[config.mk]
export PLATFORM = sky130hd
export DESIGN_NAME = siso_shift_ctrl
export DESIGN_NICKNAME = d
export VERILOG_FILES = /design/src/rtl/siso_shift_ctrl.sv
export SDC_FILE = /design/constraint.sdc
export NUM_CORES = 1
export LEC_CHECK = 0
export CAP_MARGIN = 10
export CORE_AREA = 2 2 39 41
export DETAILED_ROUTE_END_ITERATION = 10
export DIE_AREA = 0 0 41 43
export PLACE_DENSITY = 0.81
export SLEW_MARGIN = 20
export SYNTH_ARGS = -nofsm -noshare
export SYNTH_HDL_FRONTEND = slang
export SYNTH_SLANG_ARGS = --single-unit
export TNS_END_PERCENT = 10
[constraint.sdc]
create_clock -name clk -period 3.9 [get_ports clk]
set_input_delay 0.78 -clock clk [delete_from_list [all_inputs] [get_ports clk]]
set_output_delay 0.78 -clock clk [all_outputs]
set_load 0.02 [all_outputs]
[src/rtl/siso_shift_ctrl.sv]
// Sequencing controller for a serial-in/serial-out shift register.
// Accepts a length/direction request, then drives load and shift strobes.
module siso_shift_ctrl #(
  parameter int WIDTH = 6,
  parameter int CNT_W = 3
) (
  input  logic             clk,
  input  logic             reset,
  input  logic             req_valid,
  output logic             req_ready,
  input  logic [CNT_W-1:0] req_len,
  input  logic             req_dir,
  input  logic             abort,
  output logic             sr_load,
  output logic             sr_shift_en,
  output logic             sr_dir,
  output logic             busy,
  output logic [CNT_W-1:0] bit_cnt,
  output logic             done,
  output logic             aborted
);

  typedef enum logic [1:0] {
    IDLE,
    LOAD,
    SHIFT,
    DONE
  } state_t;

  localparam logic [CNT_W-1:0] LEN_MAX = CNT_W'(WIDTH);
  localparam logic [CNT_W-1:0] ONE     = CNT_W'(1);

  state_t           state;
  state_t           state_nx;
  logic [CNT_W-1:0] len_eff;
  logic [CNT_W-1:0] len_nx;
  logic             accept;
  logic             last;
  logic             abort_hit;

  // Zero or oversize lengths mean a full-width shift.
  always_comb begin
    len_nx = req_len;
    if (req_len == '0 || req_len > LEN_MAX)
      len_nx = LEN_MAX;
  end

  assign accept    = req_valid & req_ready;
  assign last      = (bit_cnt == len_eff - ONE);
  assign abort_hit = abort & busy;

  always_comb begin
    state_nx    = state;
    req_ready   = 1'b0;
    sr_load     = 1'b0;
    sr_shift_en = 1'b0;
    busy        = 1'b0;
    done        = 1'b0;
    unique case (state)
      IDLE: begin
        req_ready = 1'b1;
        if (req_valid)
          state_nx = LOAD;
      end
      LOAD: begin
        sr_load  = 1'b1;
        busy     = 1'b1;
        state_nx = abort ? IDLE : SHIFT;
      end
      SHIFT: begin
        sr_shift_en = 1'b1;
        busy        = 1'b1;
        if (abort)
          state_nx = IDLE;
        else if (last)
          state_nx = DONE;
      end
      DONE: begin
        done     = 1'b1;
        state_nx = IDLE;
      end
      default: state_nx = IDLE;
    endcase
  end

  always_ff @(posedge clk) begin
    if (!reset) begin
      state   <= IDLE;
      len_eff <= '0;
      sr_dir  <= 1'b0;
      bit_cnt <= '0;
      aborted <= 1'b0;
    end else begin
      state   <= state_nx;
      aborted <= abort_hit;
      if (accept) begin
        len_eff <= len_nx;
        sr_dir  <= req_dir;
        bit_cnt <= '0;
      end else if (state == SHIFT) begin
        bit_cnt <= bit_cnt + ONE;
      end
    end
  end

endmodule

==> flow_summary.yaml, run 1 <==
critical_path:
  critical-path-slowest-cell: "clkdlybuf4s50_1"
  start_kind: "flop"
  end_kind: "output port"
  crit_type: "reg -> out"
  cp.required_ns: 3.12
  crit_chain: "inv_1, ha_1, clkdlybuf4s50_1"
  worstPathMaxFanout: 6
  cpPeakStageDelay_ns: 0.65
  arrival_ns: 1.65
die:
  pin_count: 18
  start_util_pct: 40.5
  die_y_um: 43
  fp.coreArea_um2: 1380
  die_x_um: 41
  design.die.area_um2: 1760
  rows: 14
sta:
  setup-tns-final_ns: 0
  finalClockSkew_ns: 0.00776
  whs_ns: 0.470
  period_share_pct: 62.3
  setup_viol_count_final: 0
  period_needed_ns: 2.43
  tightest_slew_ns: 0.288
  clock.fmax_ghz: 0.411
  rsz0062_at_grt: "false"
  final_max_slew_viol_count: 0
  final-hold-violation-count: 0
  slew-limit-headroom_pct: 80.7
cts:
  cts_max_level: 1
  post_cts_buffers: 0
  clk_path_buf_depth: 2
  cts_resized: 0
  clk_pin_slew_ns: 0.07
  cts-root-buf: "clkbuf_4"
  clock-sinks: 10
  numCtsBuffers: 3
  cts_tree: "done"
  cts_hold_buffers: 0
  clock_latency_ns: 0.27
routing:
  drt_first_pass_iters: 4
  route.met3.wl_um: 84
  vias_per_cell: 4.68
  drt_iter0_drc: 7
  drc: 0
  antenna_left: 0
  met2RoutedLength_um: 494
  drt-total-wl_um: 1040
  m1WireLength_um: 458
  wl_per_cell_um: 10.7
  routed.top_layer: "met3"
  num_vias: 454
synth:
  synth_top_area_share_pct: 35.7
  synth.distinct_cells: 23
  yosys_warnings: 0
  synth_seq_area_share_pct: 35.7
  yosys-top-cells-area: "dfxtp_1 36%, ha_1 16%, nand2_1 5.4%, nor2_1 5.4%, xnor3_1 4.0%"
  synth_top_area_cell: "dfxtp_1"
  synth_nets: 75
  syn_avg_cell_area_um2: 9.34
  synth.ff_latch_count: 10
  syn-cell-area_um2: 561
  syn_inst: 60
final_layout:
  area_delta_synth_final_pct: 40.4
  final_nets: 97
  antenna_cells: 0
  final_layout_size_suffix_gt1_share_pct: 9.88
  layout_commonest_cell: "clkdlybuf4s50_1"
  final_cell_mix: "17 x clkdlybuf4s50_1, 10 x dfxtp_1, 8 x nand2_1, 8 x nor2_1, 7 x ha_1"
global_routing:
  grt_start_max_net_pins: 10
  grt_pass1_vias: 431
  grt_antenna_before_repair: 0
  grt_use_total_pct: 14.1
  grt-ovfl-total: 0
  grt_pass1_wl_um: 1660
job:
  drv_cap: 0
min_path:
  hp-class: "reg -> reg"
pwr:
  ir_worst_vdd_mv: 0.215
  p_leak_uw: 0.000329
  power_density_nw_per_um2: 342
place:
  port_buffers: 17
  gp_congestion: 0.772
  dp_hpwl_um: 807
status:
  status: "completed"
## stage by stage
step | setup WS (ns) | std cells | instance area, µm² | utilization, % | power, µW
after CTS | 1.45 | 97 | 787 | 56.9 | 272
final | 1.47 | 97 | 787 | 56.9 | 269
after detailed placement | 1.74 | 93 | 751 | 54.2 | 179
after global placement | 1.78 | 93 | 751 | 54.2 | 178
after global routing | 1.36 | 97 | 787 | 56.9 | 283
after floorplan | 2.31 | 60 | 561 | - | 154
## where the power goes
group | internal (µW) | leakage (µW) | switching (µW)
Clock | 56.7 | 0.0000210 | 36.0
Combinational | 33.3 | 0.000227 | 31.0
Sequential | 108 | 0.0000817 | 4.37
## final timing paths
path                                 start           to  slack [ns]  cells past startpoint
worst max-delay path              state[0]  sr_shift_en        1.47                      3
worst min-delay path                sr_dir       sr_dir        0.47                      2
worst max register to register  len_eff[0]     state[1]        2.43                      6
worst min register to register      sr_dir       sr_dir        0.47                      2
## cell usage after synthesis, drive strengths merged
cell and number:
dfxtp 10, nand2 8, nor2 8, ha 7, inv 4, xor2 3
a21boi 2, and2b 2, mux2i 2, nand3 2, nor3 2, o21ai 2
a21oi 1, and2 1, and3 1, o211ai 1, o21a 1, o31a 1
xnor2 1, xnor3 1
## critical path: cells and delay by family, from the launching register on
kind	cells	cell delay, ns
buffers and inverters	2	0.76
adders and majority gates	1	0.30
DFF	1	0.34
## flip-flops by register name, indices dropped and copies added (netlist names)
signal,count
len_eff,3
state,2
aborted,1
bit_cnt,3
sr_dir,1
## kinds of logic after synthesis
| kind of cell | after synthesis | share of synthesized area, % |
|---|---|---|
| flops | 10 | 35.7 |
| compound gates | 8 | 10.3 |
| simple gates | 24 | 20.5 |
| fa+ha+maj | 7 | 15.6 |
| buf+inv | 4 | 2.68 |
| xor+xnor | 5 | 11.6 |
| mux | 2 | 3.57 |
## area by class of cell
cell class / instances / area (µm²)
tap: 16 / 20.0
timing repair buffer: 17 / 170
multi-input combinational: 46 / 345
clock buffer: 4 / 36.3
inverter: 4 / 15.0
sequential: 10 / 200
fill: 134 / 597
## per-layer routing
layer	GRT usage, %	vias to the layer above
met1	17.3	204
met2	20.6	11
met5	0	-
met4	2.00	0
li1	-	239
met3	9.42	0
No activity file was read; power rests on OpenSTA's default activity.
==> run 2, diff against run 1 <==
--- a/config.mk
+++ b/config.mk
@@ -6,10 +6,10 @@
 export NUM_CORES = 1
 export LEC_CHECK = 0
 export CAP_MARGIN = 10
-export CORE_AREA = 2 2 39 41
+export CORE_MARGIN = 2
+export CORE_UTILIZATION = 39
 export DETAILED_ROUTE_END_ITERATION = 10
-export DIE_AREA = 0 0 41 43
-export PLACE_DENSITY = 0.81
+export PLACE_DENSITY = 0.79
 export SLEW_MARGIN = 20
 export SYNTH_ARGS = -nofsm -noshare
 export SYNTH_HDL_FRONTEND = slang
==> constraint.sdc (replaced) <==
create_clock -name clk -period 2.2 [get_ports clk]
set_input_delay 0.44 -clock clk [delete_from_list [all_inputs] [get_ports clk]]
set_output_delay 0.44 -clock clk [all_outputs]
set_load 0.02 [all_outputs]
==> run 2 against run 1 <==
Against the previous run: cell count fell by 2.1%; hold slack got worse by 0.0050 ns; clock skew barely moved; clock power rose by 32%.
==> flow_summary.yaml, run 2 (synthesis results as in run 1) <==
status:
  status: "completed"
final_layout:
  final_nets: 97
  final_layout_size_suffix_gt1_share_pct: 10.0
  layout_commonest_cell: "clkdlybuf4s50_1"
  top_regs: "bit_cnt (3), len_eff (3), state (2)"
  stdcell_count: 95
  final-seq-area_um2: 200
  num-fill-cells: 118
  final_cell_mix: "17 x clkdlybuf4s50_1, 10 x dfxtp_1, 8 x nand2_1, 8 x nor2_1, 6 x ha_1"
  utilization_pct: 58.8
  area_delta_synth_final_pct: 38.2
  final_area_um2: 774
  antenna_cells: 0
  multi_input_area_um2: 348
routing:
  antenna_left: 0
  drc: 0
  wl_per_cell_um: 12.1
  drt_iter0_drc: 8
  drt_first_pass_iters: 4
  drt-total-wl_um: 1150
  num_vias: 471
  vias_per_cell: 4.96
place:
  gp_congestion: 0.707
  dp_hpwl_um: 854
  placed_cells: 92
  postPlaceCellArea_um2: 749
  port_buffers: 17
pwr:
  power_density_nw_per_um2: 566
  p_leak_uw: 0.000320
  p_sw_uw: 124
  p_sw_share_pct: 28.3
  ir_worst_vdd_mv: 0.384
  p_total_uw: 438
  p_int_uw: 314
  p_comb_share_pct: 26.8
  pwr-share-seq_pct: 45.4
  clockPowerShare_pct: 27.7
critical_path:
  critical-path-top-delay-family: "buffers and inverters"
  worstPathMaxFanout: 4
  r2r_start: "len_eff[0]"
  start_kind: "flop"
  critical-path-slowest-cell: "clkdlybuf4s50_1"
  crit_type: "reg -> out"
  end_kind: "output port"
  cp.required_ns: 1.76
  crit_chain: "inv_1, ha_1, clkdlybuf4s50_1"
  arrival_ns: 1.63
  cpPeakStageDelay_ns: 0.60
  cp_num_buf_inv: 2
  crit_path_start: "state[0]"
cts:
  post_cts_buffers: 0
  cts_resized: 0
  numCtsBuffers: 3
  clk_pin_slew_ns: 0.06
  cts_hold_buffers: 0
  clock_latency_ns: 0.26
  cts_tree: "done"
  cts_max_level: 1
  clk_path_buf_depth: 2
  cts-root-buf: "clkbuf_4"
  clock-sinks: 10
sta:
  period_needed_ns: 2.07
  clock.fmax_ghz: 0.484
  final-hold-violation-count: 0
  slew-limit-headroom_pct: 78.7
  setup-tns-final_ns: 0
  final_max_slew_viol_count: 0
  setup_viol_count_final: 0
  period_share_pct: 94.0
  finalClockSkew_ns: 0.00801
  tightest_slew_ns: 0.318
  rsz0062_at_grt: "false"
global_routing:
  grt_start_max_net_pins: 10
  grt_pass1_vias: 443
  grt-ovfl-total: 0
  grt_use_total_pct: 13.8
  grt_pass1_wl_um: 1810
  grt_antenna_before_repair: 0
min_path:
  hp-class: "reg -> reg"
  worstHoldStart: "sr_dir"
die:
  rows: 13
  fp.coreArea_um2: 1320
  design.die.area_um2: 1760
  die_x_um: 41.9
  pin_count: 18
  die_y_um: 41.9
  start_util_pct: 42.5
job:
  drv_cap: 0
run 2: power groups by stage:
| stage | Combinational (µW) | Sequential [µW] | Clock [µW] |
|---|---|---|---|
| floorplan | 67.9 | 205 | 0 |
| global placement | 114 | 203 | 0 |
| detailed placement | 117 | 203 | 0 |
| CTS | 119 | 199 | 127 |
| global route | 128 | 200 | 133 |
| finish | 118 | 199 | 122 |
run 2: area by class of cell:
class                           count  area share (%)
Clock buffer                        3            2.91
Multi-Input combinational cell     46            44.9
Tap cell                           15            2.42
Sequential cell                    10            25.8
Timing Repair Buffer               17            22.0
Inverter                            4            1.94
run 2: tightest hold or removal path, cell delays in order (launching register included):
cell      delay [ns]
dfxtp_1         0.31
nand2_1         0.04
a21boi_0        0.06
run 2: path summary, 6_finish.rpt:
kind	slack, ns	cells after the start	to
worst max-delay path	0.13	3	busy
worst max register to register	0.69	6	state[1]
worst min-delay path	0.47	2	sr_dir
worst min register to register	0.47	2	sr_dir
run 2: metal layers:
metal / vias up / GRT usage (%) / part of all wire (%)
met1: 218 / 15.6 / 47
li1: 238 / - / -
met2: 13 / 22.8 / 46
met4: 0 / 3.87 / 0.87
met3: 2 / 6.52 / 5.3
met5: - / 0 / 0
run 2: per-stage QoR:
step                      setup WS [ns]  hold WS (ns)
final                             0.132         0.465
after global routing             0.0735         0.497
after CTS                        0.0842         0.475
after detailed placement          0.376         0.466
after global placement            0.402         0.453
after floorplan                   0.793         0.468
==> run 3, diff against run 2 <==
--- a/config.mk
+++ b/config.mk
@@ -5,11 +5,13 @@
 export SDC_FILE = /design/constraint.sdc
 export NUM_CORES = 1
 export LEC_CHECK = 0
+export ABC_AREA = 1
 export CAP_MARGIN = 10
 export CORE_MARGIN = 2
-export CORE_UTILIZATION = 39
+export CORE_UTILIZATION = 40
 export DETAILED_ROUTE_END_ITERATION = 10
-export PLACE_DENSITY = 0.79
+export MAX_ROUTING_LAYER = met4
+export PLACE_DENSITY = 0.8
 export SLEW_MARGIN = 20
 export SYNTH_ARGS = -nofsm -noshare
 export SYNTH_HDL_FRONTEND = slang
==> constraint.sdc (replaced) <==
create_clock -name clk -period 2.2 [get_ports clk]
set_input_delay 0.22 -clock clk [delete_from_list [all_inputs] [get_ports clk]]
set_output_delay 0.22 -clock clk [all_outputs]
set_load 0.02 [all_outputs]
==> run 3 against run 2 <==
Against the previous run: critical endpoint is now sr_shift_en; clock-buffer cell count is the same; design area grew 4.0%; critical path type unchanged; worst setup slack gained 0.18 ns; critical path depth is the same; cell count grew 25%.
==> flow_summary.yaml, run 3 <==
status:
  status: "completed"
cts:
  clk_path_buf_depth: 2
  cts_max_level: 1
  clk_pin_slew_ns: 0.07
  cts-root-buf: "clkbuf_4"
  cts_tree: "done"
  clock-sinks: 10
  cts_resized: 0
  clock_latency_ns: 0.27
  post_cts_buffers: 0
  cts_hold_buffers: 0
  numCtsBuffers: 3
synth:
  synth.ff_latch_count: 10
  synth_fa_ha_area_share_pct: 14.7
  synth_seq_area_share_pct: 33.7
  synth_top_family_by_area: "simple AND/OR/NAND/NOR gates"
  synthXorXnorAreaFrac_pct: 0
  synth_nets: 99
  synth_top_area_share_pct: 33.7
  syn_avg_cell_area_um2: 7.08
  syn_inst: 84
  synth.distinct_cells: 19
  synth_mux_area_share_pct: 0
  synth_top_area_cell: "dfxtp_1"
  syn-cell-area_um2: 594
  yosys_warnings: 0
  yosys_most_used_dff: "dfxtp_1"
  yosysMostFrequentCell: "nand2_1"
  synth_common_cells: "21 x nand2_1, 13 x inv_1, 10 x dfxtp_1"
  yosys-top-cells-area: "dfxtp_1 34%, ha_1 15%, nand2_1 13%, inv_1 8.2%, nor2_1 4.4%"
  synthArstFlopShare_pct: 0
  synth_edf_count: 0
  synth_compound_gate_area_share_pct: 12.8
  synth_simple_gate_area_share_pct: 28.6
sta:
  rsz0062_at_grt: "false"
  setup_viol_count_final: 0
  setup-tns-final_ns: 0
  final-hold-violation-count: 0
  worst_slack_ns: 0.308
  slew-limit-headroom_pct: 83.8
  clock.fmax_ghz: 0.528
  tightest_slew_ns: 0.243
  period_share_pct: 86.0
  final_max_slew_viol_count: 0
  period_needed_ns: 1.89
  finalClockSkew_ns: 0.0118
  whs_ns: 0.495
final_layout:
  stdcell_count: 119
  top_regs: "bit_cnt (3), len_eff (3), state (2)"
  final_cell_mix: "21 x nand2_1, 17 x clkdlybuf4s50_1, 13 x inv_1, 10 x dfxtp_1"
  final_layout_size_suffix_gt1_share_pct: 10.6
  layout_commonest_cell: "nand2_1"
  area_delta_synth_final_pct: 35.6
  antenna_cells: 0
  final_nets: 121
global_routing:
  grt-ovfl-total: 0
  grt_use_total_pct: 15.8
  grt_pass1_vias: 499
  grt_start_max_net_pins: 9
  grt_pass1_wl_um: 2070
  grt_antenna_before_repair: 0
pwr:
  p_sw_share_pct: 37.0
  ir_worst_vdd_mv: 0.465
  power_density_nw_per_um2: 766
  p_sw_uw: 228
  p_comb_share_pct: 44.4
  clockPowerShare_pct: 19.9
  p_int_uw: 389
  pwr-share-seq_pct: 35.7
  p_leak_uw: 0.000365
die:
  fp.coreArea_um2: 1350
  die_x_um: 42.5
  die_y_um: 42.5
  design.die.area_um2: 1810
  rows: 13
  start_util_pct: 44.0
  pin_count: 18
critical_path:
  crit_type: "reg -> out"
  worstPathMaxFanout: 7
  arrival_ns: 1.67
  end_kind: "output port"
  start_kind: "flop"
  cp.required_ns: 1.98
routing:
  drc: 0
  drt_iter0_drc: 7
  wl_per_cell_um: 9.55
  drt-total-wl_um: 1140
  vias_per_cell: 4.82
  num_vias: 573
  antenna_left: 0
  drt_first_pass_iters: 4
place:
  gp_congestion: 0.850
  place_ws_ns: 0.579
  placed_cells: 116
  dp_hpwl_um: 920
  port_buffers: 17
min_path:
  hp-class: "reg -> reg"
job:
  drv_cap: 0
## run 3: logic make-up after synthesis
logic type | Yosys count
and+or+nand+nor | 38
buffers and inverters | 16
DFF | 10
AOI/OAI and AO/OA | 13
adders and majority gates | 7
## run 3: power groups by stage
stage | Sequential, µW | Clock (µW) | Combinational (µW)
after global routing | 224 | 139 | 307
after CTS | 221 | 133 | 275
final | 221 | 123 | 274
after global placement | 224 | 0 | 269
after detailed placement | 225 | 0 | 273
after floorplan | 232 | 0 | 172
## run 3: worst paths after layout
check / from / end / slack, ns / cells past startpoint
setup / recovery: state[0] / sr_shift_en / 0.31 / 3
setup reg to reg: len_eff[0] / state[1] / 0.80 / 10
hold / removal: sr_dir / sr_dir / 0.50 / 2
hold reg to reg: sr_dir / sr_dir / 0.50 / 2
## run 3: routing by layer
layer	up-vias	track usage, %	share of wire (%)
met5	-	-	0
met4	0	7.50	1.8
met3	4	8.19	9.1
met2	17	20.9	43
met1	248	19.4	47
li1	304	-	-
## run 3: area by class of cell
cell class / count / area (µm²)
fill: 127 / 544
multi-input combinational: 58 / 334
sequential: 10 / 200
timing repair buffer: 17 / 170
inverter: 16 / 60.1
clock buffer: 3 / 22.5
tap: 15 / 18.8
## run 3: critical path, cell delays in order, from the launching register on
cell and delay [ns]:
dfxtp_1 0.32, inv_1 0.14, ha_1 0.30, clkdlybuf4s50_1 0.65
## run 3: through the flow
| step | total power [µW] | utilization [%] | area (µm²) |
|---|---|---|---|
| 2_1_floorplan | 403 | - | 594 |
| 3_3_place_gp | 493 | 58.0 | 783 |
| 3_5_place_dp | 499 | 58.0 | 783 |
| 4_1_cts | 629 | 59.7 | 806 |
| 5_1_grt | 669 | 59.7 | 806 |
| 6_report | 617 | 59.7 | 806 |
